## config.mk

```make
export PLATFORM = sky130hd
export DESIGN_NAME = chronospatial_run_ctrl
export DESIGN_NICKNAME = d
export VERILOG_FILES = /design/src/rtl/chronospatial_run_ctrl.sv
export SDC_FILE = /design/constraint.sdc
export NUM_CORES = 1
export LEC_CHECK = 0
export ABC_AREA = 1
export ABC_CLOCK_PERIOD_IN_PS = 3600
export BUFFER_PORTS_ARGS = -buffer_cell sky130_fd_sc_hd__buf_2
export CAP_MARGIN = 20
export CORE_UTILIZATION = 35
export CTS_CLUSTER_DIAMETER = 200
export CTS_CLUSTER_SIZE = 28
export DETAILED_ROUTE_END_ITERATION = 10
export SYNTH_ARGS = -nofsm -noshare
export SYNTH_HDL_FRONTEND = slang
export SYNTH_SLANG_ARGS = --single-unit
```

## constraint.sdc

```tcl
create_clock -name clk -period 3.6 [get_ports clk]
set_clock_uncertainty 0.2 [all_clocks]
set_input_delay 0.54 -clock clk [delete_from_list [all_inputs] [get_ports clk]]
set_output_delay 0.54 -clock clk [all_outputs]
set_load 0.02 [all_outputs]
```

## src/rtl/chronospatial_run_ctrl.sv

```systemverilog
// Run controller for the chronospatial 3-bit core: host command decode,
// program/register-A load strobes, run sequencing and output digit FIFO.
//
// Ports:
//   clk, rst_n                       clock, async active-low reset
//   host_valid/host_data/host_ready  byte command channel, [7:5] op, [4:0] arg
//   prog_wr_en/addr/data             registered program write strobe
//   rega_wr_en/rega_wr_data          registered register-A nibble strobe
//   core_run                         core reset release
//   core_halt/core_out_valid/core_reg_out  core status and output digits
//   out_valid/out_data/out_pop       first-word-fall-through FIFO head
//   done/timed_out/aborted/overflow  run status flags
module chronospatial_run_ctrl #(
  parameter int PROG_AW    = 4,
  parameter int FIFO_DEPTH = 8,
  parameter int MAX_CYC    = 4096
) (
  input  logic               clk,
  input  logic               rst_n,
  input  logic               host_valid,
  input  logic [7:0]         host_data,
  output logic               host_ready,
  output logic               prog_wr_en,
  output logic [PROG_AW-1:0] prog_wr_addr,
  output logic [2:0]         prog_wr_data,
  output logic               rega_wr_en,
  output logic [3:0]         rega_wr_data,
  output logic               core_run,
  input  logic               core_halt,
  input  logic               core_out_valid,
  input  logic [2:0]         core_reg_out,
  output logic               out_valid,
  output logic [2:0]         out_data,
  input  logic               out_pop,
  output logic               done,
  output logic               timed_out,
  output logic               aborted,
  output logic               overflow
);

  localparam int FAW = $clog2(FIFO_DEPTH);
  localparam int CW  = $clog2(MAX_CYC);

  typedef enum logic [1:0] {
    S_IDLE,
    S_RUN,
    S_DONE
  } state_t;

  state_t state;

  logic [PROG_AW-1:0] prog_ptr;
  logic [CW-1:0]      cyc_cnt;

  logic [2:0] mem [FIFO_DEPTH];
  logic [FAW-1:0] rd_ptr;
  logic [FAW-1:0] wr_ptr;
  logic [FAW:0]   count;

  logic       accept;
  logic [2:0] op;
  logic [4:0] arg;
  logic       cfg;
  logic       in_run;
  logic       cmd_prog;
  logic       cmd_rega;
  logic       cmd_clr;
  logic       cmd_start;
  logic       cmd_abort;
  logic       hit_to;
  logic       push;
  logic       pop;
  logic       full;
  logic       wr_ok;
  logic       unused_arg;

  assign accept     = host_valid & host_ready;
  assign op         = host_data[7:5];
  assign arg        = host_data[4:0];
  assign unused_arg = arg[4];
  assign in_run     = (state == S_RUN);
  assign cfg        = ~in_run;

  assign cmd_prog  = accept & cfg & (op == 3'b000);
  assign cmd_rega  = accept & cfg & (op == 3'b001);
  assign cmd_clr   = accept & cfg & (op == 3'b010);
  assign cmd_start = accept & cfg & (op == 3'b011);
  assign cmd_abort = accept & in_run & (op == 3'b100);

  assign hit_to = in_run & (cyc_cnt == CW'(MAX_CYC - 1));

  assign push  = in_run & core_out_valid;
  assign pop   = out_pop & out_valid;
  assign full  = (count == (FAW+1)'(FIFO_DEPTH));
  // a pop frees the slot in the same cycle, so a full FIFO still accepts
  assign wr_ok = push & (~full | pop);

  assign out_valid = (count != '0);
  assign out_data  = out_valid ? mem[rd_ptr] : 3'd0;

  always_ff @(posedge clk or negedge rst_n) begin
    if (!rst_n) begin
      state        <= S_IDLE;
      host_ready   <= 1'b1;
      prog_wr_en   <= 1'b0;
      prog_wr_addr <= '0;
      prog_wr_data <= '0;
      rega_wr_en   <= 1'b0;
      rega_wr_data <= '0;
      prog_ptr     <= '0;
      cyc_cnt      <= '0;
      core_run     <= 1'b0;
      done         <= 1'b0;
      timed_out    <= 1'b0;
      aborted      <= 1'b0;
      overflow     <= 1'b0;
    end else begin
      host_ready <= ~accept;
      prog_wr_en <= cmd_prog;
      rega_wr_en <= cmd_rega;
      if (cmd_prog) begin
        prog_wr_addr <= prog_ptr;
        prog_wr_data <= arg[2:0];
        prog_ptr     <= prog_ptr + 1'b1;
      end
      if (cmd_clr)
        prog_ptr <= '0;
      if (cmd_rega)
        rega_wr_data <= arg[3:0];
      if (push & full & ~pop)
        overflow <= 1'b1;
      unique case (state)
        S_IDLE, S_DONE: begin
          if (cmd_start) begin
            state     <= S_RUN;
            core_run  <= 1'b1;
            cyc_cnt   <= '0;
            done      <= 1'b0;
            timed_out <= 1'b0;
            aborted   <= 1'b0;
            overflow  <= 1'b0;
          end
        end
        S_RUN: begin
          cyc_cnt <= cyc_cnt + 1'b1;
          // halt beats timeout beats abort
          if (core_halt) begin
            state    <= S_DONE;
            core_run <= 1'b0;
            done     <= 1'b1;
          end else if (hit_to) begin
            state     <= S_DONE;
            core_run  <= 1'b0;
            done      <= 1'b1;
            timed_out <= 1'b1;
          end else if (cmd_abort) begin
            state    <= S_DONE;
            core_run <= 1'b0;
            done     <= 1'b1;
            aborted  <= 1'b1;
          end
        end
        default: begin
          state    <= S_IDLE;
          core_run <= 1'b0;
        end
      endcase
    end
  end

  always_ff @(posedge clk or negedge rst_n) begin
    if (!rst_n) begin
      rd_ptr <= '0;
      wr_ptr <= '0;
      count  <= '0;
    end else if (cmd_start) begin
      rd_ptr <= '0;
      wr_ptr <= '0;
      count  <= '0;
    end else begin
      if (wr_ok)
        wr_ptr <= wr_ptr + 1'b1;
      if (pop)
        rd_ptr <= rd_ptr + 1'b1;
      unique case ({wr_ok, pop})
        2'b10:   count <= count + 1'b1;
        2'b01:   count <= count - 1'b1;
        default: count <= count;
      endcase
    end
  end

  always_ff @(posedge clk) begin
    if (wr_ok)
      mem[wr_ptr] <= core_reg_out;
  end

endmodule

```

Word-level counts from Yosys, hierarchy flattened. Memories as Yosys holds them, arrays and structs flattened. Index checks and enable logic that the tools add are counted.

Logic and storage cells: 110. Memories: 1. Output and inout port bits: 23. Bits in registers: 47. Bits in writable memories: 24. Input bits: 17.

Memories: mem (words 8, bits a word 3, rd ports 1, clocked after memory_dff 0, write ports 1, RTL line 55) `logic [2:0] mem [FIFO_DEPTH];`.

Reductions and logical operators: 14. Add/sub/neg operators: 6. Equal/unequal tests: 16. Bitwise gates (word level): 19. Multiplexer cells: 37.

Operators with widths (number): $pmux W12 S2 (1); $mux W1 (17); $mux W3 (5); $and A1 B1 Y1 (14); $add A12 B1 Y12 const B (1); $eq A12 B12 Y1 const B (1); $mux W12 (1); $mux W4 (3); $add A4 B1 Y4 const B (2); $mux W2 (4); $pmux W1 S2 (4); $pmux W4 S2 (1); $reduce_bool A2 Y1 (4); $add A3 B1 Y3 const B (2); $eq A3 B2 Y1 const B (2); $ne A2 B2 Y1 const B (3); $reduce_and A5 Y1 (1); $eq A2 B1 Y1 const B (2); $eq A2 B2 Y1 const B (2); $eq A4 B4 Y1 const B (1); $ne A2 B1 Y1 const B (2); $ne A4 B2 Y1 const B (1); $not A1 Y1 (4); $pmux W2 S2 (1); 12 further kinds (13).

Depth between registers and ports, before layout. Gate-level depths: netlist of run 1.

Word-level depth: 7. Depth in mapped cells: 12. Gate-level depth less buffers: 12.

Worst setup path before layout of run 1. OpenSTA, ideal clock, no wires.

Path type: register to output. From: register rd_ptr[0]. To: output port out_data[0]. Slack: 1.451 ns. Path buffers: 1. Data required time: 2.860 ns. Cell stages (with the launch flop): 7. Arrival time: 1.409 ns. Cell sequence: dfrtp_1 > inv_1 > clkbuf_1 > nor2_1 > o32ai_1 > nor2_1 > nor2_1.

Word-level cells in the longest chain between the ends: 2.

RTL lines: from (decl) (RTL line 56) `logic [FAW-1:0] rd_ptr;`; from (signal assigned) (RTL line 184) `rd_ptr <= rd_ptr + 1'b1;`; $mem_v2 Z8 W3; $mux W3 (RTL line 99) `assign out_data = out_valid ? mem[rd_ptr] : 3'd0;`; to (decl) (RTL line 33) `output logic [2:0] out_data,`.

Every way passes these cells.

Worst setup path after layout of run 1.
From: register rd_ptr[0]. To: output port out_data[2].

The elaborated chain is that of the path after synthesis.

==> results.md, run 1 <==
* Status: complete, no violations
* Commonest non-fill, non-tap cell in the layout: nand2_1
* Crit path largest cell delay at 520 ps
* Global-route wire length before repair at about 11 mm
* Tot GR Track Use at 0.147
* Final std cells w/o fill at roughly 510
* Clk sink count at between 70 and 80
* Root Buffer: clkbuf_8
* Max Buffers Root-to-Sink at 2
* Fin crit period at roughly 2700 ps
* Num CTS Buffers at 9
* Seq/Total Area, Yosys at 0.582
* Ports at 40
* RSZ-0062 raised after global routing: false
* Drt pass-1 iters at 6
* DR vias at 2442
* Initial antenna violation count at 0
* DIE AREA at 9710 µm²
* #FFs+latches synth at approximately 70
* CP endpoint kind: primary output
* H-tree Lvls at 3
* Syn nets at 373
* Worst endpoint required time at between 2000 and 3000 ps
* CTS tree: yes
* Routed len/inst at 12.6 µm
* Final period utilization at 0.741
* Hold-fix buffers, CTS at 0
* CP Class: reg2out
* Area growth from synthesis to layout at 15.3%
* Final hold vios at 0
* YS warnings at 0
* Final Max Tran Viols at 0
* Max Fclk at around 370 MHz
* Setup TNS at 0 ps
* Worst VDD drop at 0.000288 V
* Placed Cells at just under 500
* Most frequent cells in the layout: 76 x nand2_1, 55 x nor2_1, 46 x dfrtp_1
* Overall routed net length at around 6.4 mm
* HPWL Detailed at about 4.7 mm
* Number of flops mapped to enable cells by yosys at 24
* Ys async rst share at 0.662
* Routability cong. at 0.782
* Most common cell on crit path: nor2_1
* CP cell instances: inv_1 > nor2_1 > o32ai_1 > o21ai_0 > nor2_1 > buf_2
* Pin slew with the least headroom to its limit at 717 ps
* Synth Instances at 350
* Share of layout cells above drive strength 1 at 0.188
* Startpoint types: flop
* Initial Util at 0.367
* Vias per cell at just under 5
* Worst slew margin at 0.522
* Post-route DRC violation count at 0
* Core Rows at 34
* Core area at ~8900 µm²
* Ys flop type: dfrtp_1
* Die W at 98.5 µm
* Skew-Pair Late Insertion Delay at 350 ps
* Final setup viols at 0
* Leak pwr at 0.00177 µW
* Mean Syn Cell Area at 9.32 µm²
* Pin count of the biggest net entering global routing at 31
* Final ANT Viol Nets at 0
* Setup repair bufs after CTS at 0
* WP data arrival at approximately 1900 ps
* Synth unique cells at 30
* R2R depth at 11
* I/O Buffers at 38
* Pwr/cell area at between 600 and 700 nW/µm²
* Slowest cell on the critical path: dfrtp_1
* Gr ovfl total at 0
* DIE HEIGHT at between 90 and 100 µm
* 1st-iter DRT viols at 91
* CTS resizes at 0
* Worst-path clk slew at roughly 80 ps
* Number of global-route vias before repair at between 2000 and 2500
* CP max FO at 15
* Nets at 418
* Ant diodes at 0
* Hold Crit Class: in2async
* Post-Syn Area at around 3300 µm²
* Fillers at just under 900
* Total of max-cap violations at 0
==> sequential cells by signal, indices dropped and copies added, names as in the netlist, 2 cells and up <==
signal	flops
rd_ptr	3
state	2
rega_wr_data	4
prog_wr_addr	4
prog_ptr	4
count	4
wr_ptr	3
cyc_cnt	12
prog_wr_data	3
mem	24
==> path summary, 6_finish.rpt <==
check,slack (ps),endpoint,startpoint
worst max register to register,1510,count[3],count[0]
max in group asynchronous,2440,overflow,rst_n
worst min-delay path,40,cyc_cnt[6],rst_n
worst min register to register,280,done,done
min in group clk,190,rega_wr_data[3],host_data[3]
worst max-delay path,930,out_data[2],rd_ptr[0]
==> kinds of logic (layout without fill, tap and decap cells) <==
kind of cell	after synthesis	after routing	share of synthesized area
AOI/OAI and AO/OA	60	60	0.109
xor gates and xnor gates	2	2	0.00537
adders and majority gates	6	6	0.0230
buffers and inverters	47	97	0.0549
DFF	71	71	0.582
and+or+nand+nor	164	164	0.226
==> where the power goes <==
part | switching (µW) | internal (µW)
Combinational | 495 | 300
Clock | 301 | 314
Sequential | 166 | 1000
Total | 963 | 1620
==> final cells by class <==
type,instances,area [µm²],share of cell area
repair buffers,39,198,0.0526
flip-flops and latches,71,1900,0.505
clock inverters,7,63.8,0.0170
clock buffers,9,124,0.0329
inverters,42,158,0.0419
well taps,108,135,0.0359
multi-input cells,232,1180,0.315
==> metrics by stage <==
step	setup WS [ps]	area, µm²	util	hold slack [ps]	power [µW]
final	931	3760	0.423	37.5	2580
after global routing	721	3760	0.423	85.2	2780
after CTS	904	3760	0.423	59.8	2610
after detailed placement	1290	3570	0.402	263	1980
after global placement	1330	3570	0.402	253	1950
after floorplan	1450	3260	-	44.4	1750
==> critical path, delay by kind of cell (launching register included) <==
kind            cells  cell delay (ps)
buf+inv             2              530
flops               1              520
simple gates        2              180
compound gates      2              350
==> synth_stat cells (6+ instances only) <==
| cell type | n | area [µm²] |
|---|---|---|
| nand3_1 | 17 | 85.1 |
| ha_1 | 6 | 75.1 |
| nand2_1 | 76 | 285 |
| a21oi_1 | 10 | 50.1 |
| inv_2 | 6 | 22.5 |
| o21ai_0 | 30 | 150 |
| inv_1 | 36 | 135 |
| edfxtp_1 | 24 | 721 |
| nor2_1 | 55 | 206 |
| o32ai_1 | 6 | 52.6 |
| dfrtp_1 | 46 | 1150 |
==> layer usage <==
layer | share of wire | vias to the layer above | track usage
met1 | 0.48 | 1135 | 0.187
met2 | 0.46 | 46 | 0.231
met5 | 0 | - | 0
li1 | - | 1248 | -
met3 | 0.043 | 13 | 0.0468
met4 | 0.017 | 0 | 0.0643
No activity file was read; power rests on OpenSTA's default activity.
==> run 2: changes to the inputs <==
- ABC_CLOCK_PERIOD_IN_PS: 3600 -> 2400
- clock period: 3.6 -> 2.4 ns (I/O delays scaled with it)
==> results.md, run 2 (same netlist as run 1, synthesis figures left out) <==
* Status: complete, no violations
* Worst slew margin at 0.592
* Final std cells w/o fill at 512
* Skew-Pair Late Insertion Delay at about 340 ps
* Flop-to-flop setup slack at roughly 340 ps
* Startpoint types: flop
* CP Class: reg2out
* Global-route wire length before repair at between 10 and 15 mm
* Gr ovfl total at 0
* Most frequent cells in the layout: 76 x nand2_1, 55 x nor2_1, 46 x dfrtp_1
* Initial antenna violation count at 0
* Clk sink count at 71
* Biggest regs: mem (24), cyc_cnt (12)
* Worst setup endpoint: out_data[1]
* Worst-path clk slew at ~80 ps
* Routed len/inst at roughly 12 µm
* Overall routed net length at ~6.4 mm
* Initial Util at 0.367
* Final period utilization at 0.924
* Vias per cell at ~4.7
* HPWL Detailed at 4.72 mm
* Final ANT Viol Nets at 0
* Hold Crit Class: in2reg
* Ports at 40
* 1st-iter DRT viols at 89
* Final setup viols at 0
* Leak pwr at roughly 0.0018 µW
* Area growth from synthesis to layout at 16.3%
* RSZ-0062 raised after global routing: false
* Fin crit period at around 2200 ps
* R2R Path Start: count[0]
* Setup repair bufs after CTS at 0
* DIE HEIGHT at just under 100 µm
* Worst endpoint required time at 1840 ps
* Core area at about 8900 µm²
* Max Buffers Root-to-Sink at 2
* Pwr/cell area at ~1000 nW/µm²
* Fin util at 0.427
* Final hold vios at 0
* Final Max Tran Viols at 0
* Share of layout cells above drive strength 1 at 0.188
* Routability cong. at roughly 0.78
* Max Fclk at around 450 MHz
* Commonest non-fill, non-tap cell in the layout: nand2_1
* Max reg flops at 24
* DR vias at about 2400
* Drt pass-1 iters at 6
* Worst VDD drop at about 0.00044 V
* Core Rows at 34
* Post-route DRC violation count at 0
* Pin slew with the least headroom to its limit at a little over 600 ps
* Nets at 422
* Setup TNS at 0 ps
* WP data arrival at 1660 ps
* CP startpoint: rd_ptr[0]
* CP endpoint kind: primary output
* R2R depth at 11
* Die W at around 100 µm
* CTS tree: yes
* Total of max-cap violations at 0
* Reg with most FFs: mem
* Placed Cells at roughly 490
* Tot GR Track Use at 0.143
* Ant diodes at 0
* Min-delay src: host_data[7]
* Pin count of the biggest net entering global routing at 26
* DIE AREA at 9710 µm²
* Number of global-route vias before repair at between 2000 and 2500
* Num CTS Buffers at 9
* Worst reg2reg endpoint: count[3]
* CP max FO at 14
* H-tree Lvls at 3
* Root Buffer: clkbuf_8
* I/O Buffers at 38
run 2: cell count changes in the layout (fill, tap and decap cells not counted), sizes merged:
cell	change
buf	+2
bufinv	-1
clkbuf	+4
clkinv	-3
dlygate4sd3	+2
run 2: worst min path at each step:
stage / endpoint / slack [ps] / cells past startpoint
after floorplan: aborted / -140 / 0
after global placement: cyc_cnt[4] / 200 / 1
after detailed placement: cyc_cnt[3] / 200 / 1
after CTS: rega_wr_en / 20 / 2
after global routing: rega_wr_en / 30 / 2
final: rega_wr_en / 40 / 2
run 2: repair_timing:
item | 4_1_cts | 5_1_grt
setup endpoints to repair | 0 | 3
hold buffers | 2 | 0
endpoints found under the hold margin | 22 | 0
resized for setup | 0 | 1
run 2: report_power, final:
part	internal [µW]	leakage (µW)	switching, µW
sequential	1510	0.000817	221
combinational	466	0.000876	768
clock	404	0.0000840	422
run 2: area by class of cell:
| class | count | area (µm²) |
|---|---|---|
| clock buffers | 13 | 149 |
| flip-flops and latches | 71 | 1900 |
| inverters | 42 | 161 |
| fillers | 883 | 5100 |
| repair buffers | 43 | 245 |
| clock inverters | 3 | 18.8 |
| multi-input cells | 232 | 1180 |
| well taps | 108 | 135 |
run 2: per-layer routing:
layer	up-vias	routed length, µm	GRT usage
li1	1258	-	-
met1	1095	3070	0.173
met2	46	2920	0.242
met3	12	302	0.0433
met4	0	82	0.0494
met5	-	0	0
run 2: per-stage QoR:
step                      area [µm²]  setup WS, ps  power, µW  hold slack [ps]
final                           3790           182       3790             37.0
after global routing            3790          58.6       4070             28.7
after CTS                       3790          89.2       3830             20.1
after detailed placement        3600           352       2990              199
after global placement          3600           385       2950              202
after floorplan                 3260           426       2620             -136
run 2: worst max-delay path, cell delays in order, from the launching register on:
cell	delay (ps)
dfrtp_1	390
buf_4	200
nor2_1	70
o32ai_1	250
o21ai_0	140
nor2_1	110
buf_2	170
